File: src/rtl/msrv32_target_adder_pipe_pkg.sv
// Shared definitions for the msrv32 target adder pipeline: mode encodings and default width.
package msrv32_pkg;

    localparam int unsigned XLEN_DEF = 32;

    typedef enum logic [1:0] {
        MODE_ADD   = 2'b00,
        MODE_JALR  = 2'b01,
        MODE_PCREL = 2'b10,
        MODE_RSVD  = 2'b11
    } mode_e;

endpackage

File: src/rtl/msrv32_target_adder_pipe_if.sv
// Handshake/operand bundle of the target adder pipeline; master drives operands, slave is the adder.
interface msrv32_target_adder_pipe_if
    import msrv32_pkg::*;
#(
    parameter int unsigned XLEN = XLEN_DEF
);
    logic            flush_in;
    logic            in_valid_in;
    logic            in_ready_out;
    logic [XLEN-1:0] pc_in;
    logic [XLEN-1:0] rs_1_in;
    logic [XLEN-1:0] imm_in;
    logic            iadder_src_in;
    logic [1:0]      mode_in;
    logic            out_valid_out;
    logic            out_ready_in;
    logic [XLEN-1:0] iadder_out;
    logic            misalign_out;

    modport master (
        output flush_in, in_valid_in, pc_in, rs_1_in, imm_in, iadder_src_in, mode_in, out_ready_in,
        input  in_ready_out, out_valid_out, iadder_out, misalign_out
    );

    modport slave (
        input  flush_in, in_valid_in, pc_in, rs_1_in, imm_in, iadder_src_in, mode_in, out_ready_in,
        output in_ready_out, out_valid_out, iadder_out, misalign_out
    );
endinterface

File: src/rtl/msrv32_target_adder_pipe_stage.sv
// One valid/payload pipeline register with ready/valid handshake on both sides.
module msrv32_pipe_stage #(
    parameter int unsigned WIDTH = 32
) (
    input  logic             i_clk,
    input  logic             i_rst,
    input  logic             i_flush,
    input  logic             i_valid,
    output logic             o_ready,
    input  logic [WIDTH-1:0] i_data,
    output logic             o_valid,
    input  logic             i_ready,
    output logic [WIDTH-1:0] o_data
);
    logic             r_valid;
    logic [WIDTH-1:0] r_data;

    // Load when empty or when the successor drains us this same cycle.
    assign o_ready = !r_valid || i_ready;

    always_ff @(posedge i_clk or posedge i_rst) begin
        if (i_rst) begin
            r_valid <= 1'b0;
            r_data  <= '0;
        end else if (i_flush) begin
            r_valid <= 1'b0;
        end else if (o_ready) begin
            r_valid <= i_valid;
            if (i_valid) begin
                r_data <= i_data;
            end
        end
    end

    assign o_valid = r_valid;
    assign o_data  = r_data;
endmodule

File: src/rtl/msrv32_target_adder_pipe.sv
// Pipelined branch/jump target adder (1 or 2 stages); MSRV32_TADD_MISALIGN_EN enables the misalign flag.
module msrv32_target_adder_pipe
    import msrv32_pkg::*;
#(
    parameter int unsigned XLEN       = XLEN_DEF,
    parameter int unsigned PIPE_DEPTH = 2
) (
    input logic                       ms_riscv32_mp_clk_in,
    input logic                       ms_riscv32_mp_rst_in,
    msrv32_target_adder_pipe_if.slave tadd
);
    function automatic logic [XLEN-1:0] f_target(input logic [XLEN-1:0] base,
                                                 input logic [XLEN-1:0] imm,
                                                 input mode_e           mode);
        logic [XLEN-1:0] sum;
        sum = base + imm;
        if (mode == MODE_JALR) begin
            sum[0] = 1'b0;
        end
        return sum;
    endfunction

    mode_e           w_mode;
    logic [XLEN-1:0] w_base;
    logic            w_s0_ready;
    logic            w_out_valid;
    logic [XLEN-1:0] w_out_data;

    assign w_mode = mode_e'(tadd.mode_in);
    assign w_base = (w_mode == MODE_PCREL || !tadd.iadder_src_in) ? tadd.pc_in : tadd.rs_1_in;

    if (PIPE_DEPTH == 1) begin : g_depth1
        logic [XLEN-1:0] w_tgt;
        assign w_tgt = f_target(w_base, tadd.imm_in, w_mode);

        msrv32_pipe_stage #(.WIDTH(XLEN)) u_stage_out (
            .i_clk   (ms_riscv32_mp_clk_in),
            .i_rst   (ms_riscv32_mp_rst_in),
            .i_flush (tadd.flush_in),
            .i_valid (tadd.in_valid_in),
            .o_ready (w_s0_ready),
            .i_data  (w_tgt),
            .o_valid (w_out_valid),
            .i_ready (tadd.out_ready_in),
            .o_data  (w_out_data)
        );
    end else begin : g_depth2
        localparam int unsigned S1_W = 2 * XLEN + 2;

        logic [S1_W-1:0] w_s1_in;
        logic [S1_W-1:0] w_s1_data;
        logic            w_s1_valid;
        logic            w_s2_ready;
        logic [XLEN-1:0] w_s2_in;

        // Stage 1 holds {base, imm, mode}; the add happens between stages.
        assign w_s1_in = {w_base, tadd.imm_in, w_mode};
        assign w_s2_in = f_target(w_s1_data[S1_W-1 -: XLEN], w_s1_data[XLEN+1 -: XLEN],
                                  mode_e'(w_s1_data[1:0]));

        msrv32_pipe_stage #(.WIDTH(S1_W)) u_stage_op (
            .i_clk   (ms_riscv32_mp_clk_in),
            .i_rst   (ms_riscv32_mp_rst_in),
            .i_flush (tadd.flush_in),
            .i_valid (tadd.in_valid_in),
            .o_ready (w_s0_ready),
            .i_data  (w_s1_in),
            .o_valid (w_s1_valid),
            .i_ready (w_s2_ready),
            .o_data  (w_s1_data)
        );

        msrv32_pipe_stage #(.WIDTH(XLEN)) u_stage_out (
            .i_clk   (ms_riscv32_mp_clk_in),
            .i_rst   (ms_riscv32_mp_rst_in),
            .i_flush (tadd.flush_in),
            .i_valid (w_s1_valid),
            .o_ready (w_s2_ready),
            .i_data  (w_s2_in),
            .o_valid (w_out_valid),
            .i_ready (tadd.out_ready_in),
            .o_data  (w_out_data)
        );
    end

    assign tadd.in_ready_out  = !ms_riscv32_mp_rst_in && !tadd.flush_in && w_s0_ready;
    assign tadd.out_valid_out = w_out_valid;
    assign tadd.iadder_out    = w_out_data;

`ifdef MSRV32_TADD_MISALIGN_EN
    assign tadd.misalign_out = w_out_data[1] | w_out_data[0];
`else
    assign tadd.misalign_out = 1'b0;
`endif
endmodule

File: src/flat_wrapper.sv
// flat-port wrapper written by rule: the top's interface ports become plain ports
module msrv32_target_adder_pipe_flat import msrv32_pkg::*;
#(
    parameter int unsigned XLEN       = XLEN_DEF,
    parameter int unsigned PIPE_DEPTH = 2
)
  (ms_riscv32_mp_clk_in, ms_riscv32_mp_rst_in, tadd_flush_in, tadd_in_valid_in, tadd_pc_in, tadd_rs_1_in, tadd_imm_in, tadd_iadder_src_in, tadd_mode_in, tadd_out_ready_in, tadd_in_ready_out, tadd_out_valid_out, tadd_iadder_out, tadd_misalign_out);
  msrv32_target_adder_pipe_if #(.XLEN(XLEN)) tadd_i ();
  input logic ms_riscv32_mp_clk_in;
  input logic ms_riscv32_mp_rst_in;
  input wire logic [$bits(tadd_i.flush_in)-1:0] tadd_flush_in;
  input wire logic [$bits(tadd_i.in_valid_in)-1:0] tadd_in_valid_in;
  input wire logic [$bits(tadd_i.pc_in)-1:0] tadd_pc_in;
  input wire logic [$bits(tadd_i.rs_1_in)-1:0] tadd_rs_1_in;
  input wire logic [$bits(tadd_i.imm_in)-1:0] tadd_imm_in;
  input wire logic [$bits(tadd_i.iadder_src_in)-1:0] tadd_iadder_src_in;
  input wire logic [$bits(tadd_i.mode_in)-1:0] tadd_mode_in;
  input wire logic [$bits(tadd_i.out_ready_in)-1:0] tadd_out_ready_in;
  output wire logic [$bits(tadd_i.in_ready_out)-1:0] tadd_in_ready_out;
  output wire logic [$bits(tadd_i.out_valid_out)-1:0] tadd_out_valid_out;
  output wire logic [$bits(tadd_i.iadder_out)-1:0] tadd_iadder_out;
  output wire logic [$bits(tadd_i.misalign_out)-1:0] tadd_misalign_out;
  assign tadd_i.flush_in = tadd_flush_in;
  assign tadd_i.in_valid_in = tadd_in_valid_in;
  assign tadd_i.pc_in = tadd_pc_in;
  assign tadd_i.rs_1_in = tadd_rs_1_in;
  assign tadd_i.imm_in = tadd_imm_in;
  assign tadd_i.iadder_src_in = tadd_iadder_src_in;
  assign tadd_i.mode_in = tadd_mode_in;
  assign tadd_i.out_ready_in = tadd_out_ready_in;
  assign tadd_in_ready_out = tadd_i.in_ready_out;
  assign tadd_out_valid_out = tadd_i.out_valid_out;
  assign tadd_iadder_out = tadd_i.iadder_out;
  assign tadd_misalign_out = tadd_i.misalign_out;
  msrv32_target_adder_pipe #(.XLEN(XLEN), .PIPE_DEPTH(PIPE_DEPTH)) u_core (.ms_riscv32_mp_clk_in(ms_riscv32_mp_clk_in), .ms_riscv32_mp_rst_in(ms_riscv32_mp_rst_in), .tadd(tadd_i));
endmodule
File: config.mk
export PLATFORM = sky130hd
export DESIGN_NAME = msrv32_target_adder_pipe_flat
export DESIGN_NICKNAME = d
export VERILOG_FILES = /design/src/rtl/msrv32_target_adder_pipe_pkg.sv /design/src/rtl/msrv32_target_adder_pipe_if.sv /design/src/rtl/msrv32_target_adder_pipe_stage.sv /design/src/rtl/msrv32_target_adder_pipe.sv /design/src/flat_wrapper.sv
export SDC_FILE = /design/constraint.sdc
export NUM_CORES = 1
export LEC_CHECK = 0
export ABC_AREA = 1
export CAP_MARGIN = 25
export CORE_MARGIN = 8
export CORE_UTILIZATION = 35
export CTS_CLUSTER_DIAMETER = 200
export CTS_CLUSTER_SIZE = 14
export DETAILED_ROUTE_END_ITERATION = 10
export GPL_ROUTABILITY_DRIVEN = 0
export PLACE_DENSITY = 0.7
export SYNTH_ARGS = -nofsm -noshare
export SYNTH_HDL_FRONTEND = slang
export SYNTH_SLANG_ARGS = --single-unit
File: constraint.sdc
create_clock -name ms_riscv32_mp_clk_in -period 4.6 [get_ports ms_riscv32_mp_clk_in]
set_input_delay 0.92 -clock ms_riscv32_mp_clk_in [delete_from_list [all_inputs] [get_ports ms_riscv32_mp_clk_in]]
set_output_delay 0.92 -clock ms_riscv32_mp_clk_in [all_outputs]
set_load 0.05 [all_outputs]
==> qor.csv <==
stage;metric;value;unit
floorplan;IO Pins;139;
setup_path;crit path kind;input port to output pin;
setup_path;WP buf/inv;3;
cts;post-CTS setup buffers;0;
synth;flops & latches, synth;100;
cts;Clk Latency, worst-skew pair;0.35;ns
detailed_routing;via-per-instance ratio;4.60;
timing;Slew Viols, Final;0;
setup_path;worst-path fanout max;3;
layout;Fillers;1773;
setup_path;Worst R2R Path Depth;10;
cts;Num CTS Buffers;9;
placement;Placed Area;0.00793;mm2
detailed_routing;final WL;16.5;mm
setup_path;max incr delay on CP;0.79;ns
setup_path;Worst setup EP type;output pin;
job;MaxCap Viol Count;0;
floorplan;initial core utilization;35.5;%
synth;Synth Area in XOR/XNOR;2.22;%
synth;net count after synthesis;969;
placement;setup slack after placement;1.18;ns
placement;IO Port Bufs;137;
setup_path;instance count on the critical path;6;
grt;GR Util All Layers;15.1;%
layout;most common cell after layout, fill and taps aside;nand2_1;
detailed_routing;Routed WL per cell;13.7;um
detailed_routing;post-route ant nets;0;
power_and_ir_drop;Max VDD drop;0.252;mV
timing;max_slew headroom;58.1;%
cts;post-cts sizing count;0;
setup_path;most used cell, CP;clkdlybuf4s50_1;
cts;CTS tree;done;
layout;Inserted Diodes;0;
synth;Synth cell types;28;
cts;Worst-path clk slew;0.06;ns
synth;Compound-Gate Fraction of Synth Area;6.31;%
grt;initial antenna violation count;0;
timing;Setup TNS Final;0;ns
timing;Hold WS;0.478;ns
timing;period utilization;74.0;%
synth;Syn Area/Cell;7.59;um2
layout;Non-Filler Instances;1200;
floorplan;core area;0.0178;mm2
setup_path;largest delay contributor family on the critical path;buffers and inverters;
power_and_ir_drop;Power Total;3.78;mW
setup_path;Worst Path Required;3.68;ns
synth;largest family of logic cells by synthesized area;simple AND/OR/NAND/NOR gates;
cts;CTS Sinks;100;
detailed_routing;DRC;0;
placement;HPWL Detailed;13.6;mm
synth;Ys Warns;0;
synth;Syn Inst Count;833;
synth;mux cell area share after synthesis;10.8;%
layout;layout net count;1102;
hold_path;HP Class;register to register;
detailed_routing;DR vias;5525;
grt;grt total ovfl;0;
layout;register area;0.00250;mm2
timing;Fin. Hold Viols;0;
cts;Root Buffer;clkbuf_16;
detailed_routing;1st-iter DRT viols;351;
cts;H-tree lvl count;3;
layout;most frequent cells in the layout;nand2_1 (305), clkdlybuf4s50_1 (137), inv_1 (112), dfrtp_1 (100);
synth;register area share after synthesis;39.6;%
timing;endpoints failing setup;0;
setup_path;worst-path cell chain;clkdlybuf4s50_1, nor2_1, nand2_1, nand3_1, inv_1, clkdlybuf4s50_1;
timing;Max Freq;0.294;GHz
timing;minimum period implied by the final worst setup slack;3.40;ns
grt;first-pass GRT wire length;27.0;mm
layout;footprint of the multi-input gates;0.00330;mm2
setup_path;Slowest-stage cell, CP;clkdlybuf4s50_1;
cts;Hold Buf Count CTS;0;
floorplan;die area;0.0226;mm2
cts;clock buffer depth;2;
grt;largest net degree at the start of global routing;52;
floorplan;Core Rows;49;
detailed_routing;Pre-Repair DR Iteration Count;5;
timing;Final WS setup;1.20;ns
timing;Tightest Pin Transition;0.628;ns
layout;share of layout cells above drive strength 1;6.59;%
floorplan;Die W;150;um
floorplan;Die Ht;150;um
timing;Max Clock Skew;0.00590;ns
grt;vias in the first global route;5476;
setup_path;CP Launch Type;input port;
synth;adder-cell share of the synthesized area;6.45;%
layout;Layout Utilization;46.1;%
setup_path;CP arrival;2.48;ns
synth;Post-Synth Simple-Gate Area;26.0;%
layout;synth-to-layout area growth;29.9;%
hold_path;Hold Path Depth;2;
power_and_ir_drop;Pleak;4.27;nW
run_status;outcome;finished, final reports clean;
synth;Cell Area, Synth;0.00633;mm2
layout;post-route cell area;0.00822;mm2
power_and_ir_drop;power density cells;460;mW/mm2
placement;Placed Cells;1184;
timing;RSZ-0062 raised after global routing;no;
cell usage after synthesis, drive strengths merged:
library cell / number / area share (%)
nand4: 3 / 0.30
ha: 31 / 6.1
conb: 1 / 0.059
nand2: 309 / 18
dfrtp: 100 / 40
o21ai: 51 / 4.1
a21oi: 22 / 1.7
o21bai: 3 / 0.36
nand3: 48 / 4.0
nand3b: 4 / 0.47
fa: 1 / 0.32
clkinv: 1 / 0.059
xor2: 1 / 0.14
xnor2: 15 / 2.1
mux2: 32 / 5.7
inv: 113 / 6.7
nor2: 40 / 2.4
nor3: 4 / 0.40
clkbuf: 4 / 0.24
mux2i: 32 / 5.1
buf: 17 / 1.7
a21o: 1 / 0.12
registers in the layout, indices dropped and copies added (netlist names):
signal and flops:
u_core.g_depth2.u_stage_op.o_data 66, u_core.g_depth2.u_stage_out.o_data 32, u_core.g_depth2.u_stage_op.o_valid 1, u_core.g_depth2.u_stage_out.o_valid 1
worst paths after layout:
kind	from	to	slack (ns)
hold / removal	u_core.g_depth2.u_stage_out.o_data[29]	u_core.g_depth2.u_stage_out.o_data[29]	0.48
hold reg to reg	u_core.g_depth2.u_stage_out.o_data[29]	u_core.g_depth2.u_stage_out.o_data[29]	0.48
max in group asynchronous	ms_riscv32_mp_rst_in	u_core.g_depth2.u_stage_out.o_data[20]	2.40
min in group asynchronous	ms_riscv32_mp_rst_in	u_core.g_depth2.u_stage_op.o_data[15]	1.14
setup reg to reg	u_core.g_depth2.u_stage_op.o_data[2]	u_core.g_depth2.u_stage_out.o_data[28]	2.47
setup / recovery	tadd_out_ready_in	tadd_in_ready_out	1.20
report_power, final:
group / switching, mW / internal [mW]
Clock: 0.333 / 0.397
Combinational: 1.17 / 0.675
Sequential: 0.126 / 1.08
layer usage:
metal	vias up	GRT usage [%]	share of wire, %
met1	2442	20.8	48
met5	-	0	0
met2	174	22.8	42
li1	2896	-	-
met4	0	4.40	1.4
met3	13	4.00	7.7
final cells by class:
type | instances | area share [%]
Clock buffer | 11 | 3.07
Clock inverter | 5 | 0.441
Inverter | 114 | 5.24
Multi-Input combinational cell | 598 | 40.1
Sequential cell | 100 | 30.4
Tap cell | 229 | 3.49
Timing Repair Buffer | 143 | 17.2
worst register-to-register path: cells and delay by family (launching register included):
kind / cells / cell delay (ns)
DFF: 1 / 0.38
adders and majority gates: 2 / 0.73
and+or+nand+nor: 8 / 0.91
kinds of logic (layout without fill, tap and decap cells):
group,count (synthesis),in the layout
buf+inv,135,273
mux,64,64
simple gates,408,408
xor+xnor,16,16
fa+ha+maj,32,32
compound gates,77,77
other cells,1,1
flops,100,100
No activity file was read; power rests on OpenSTA's default activity.
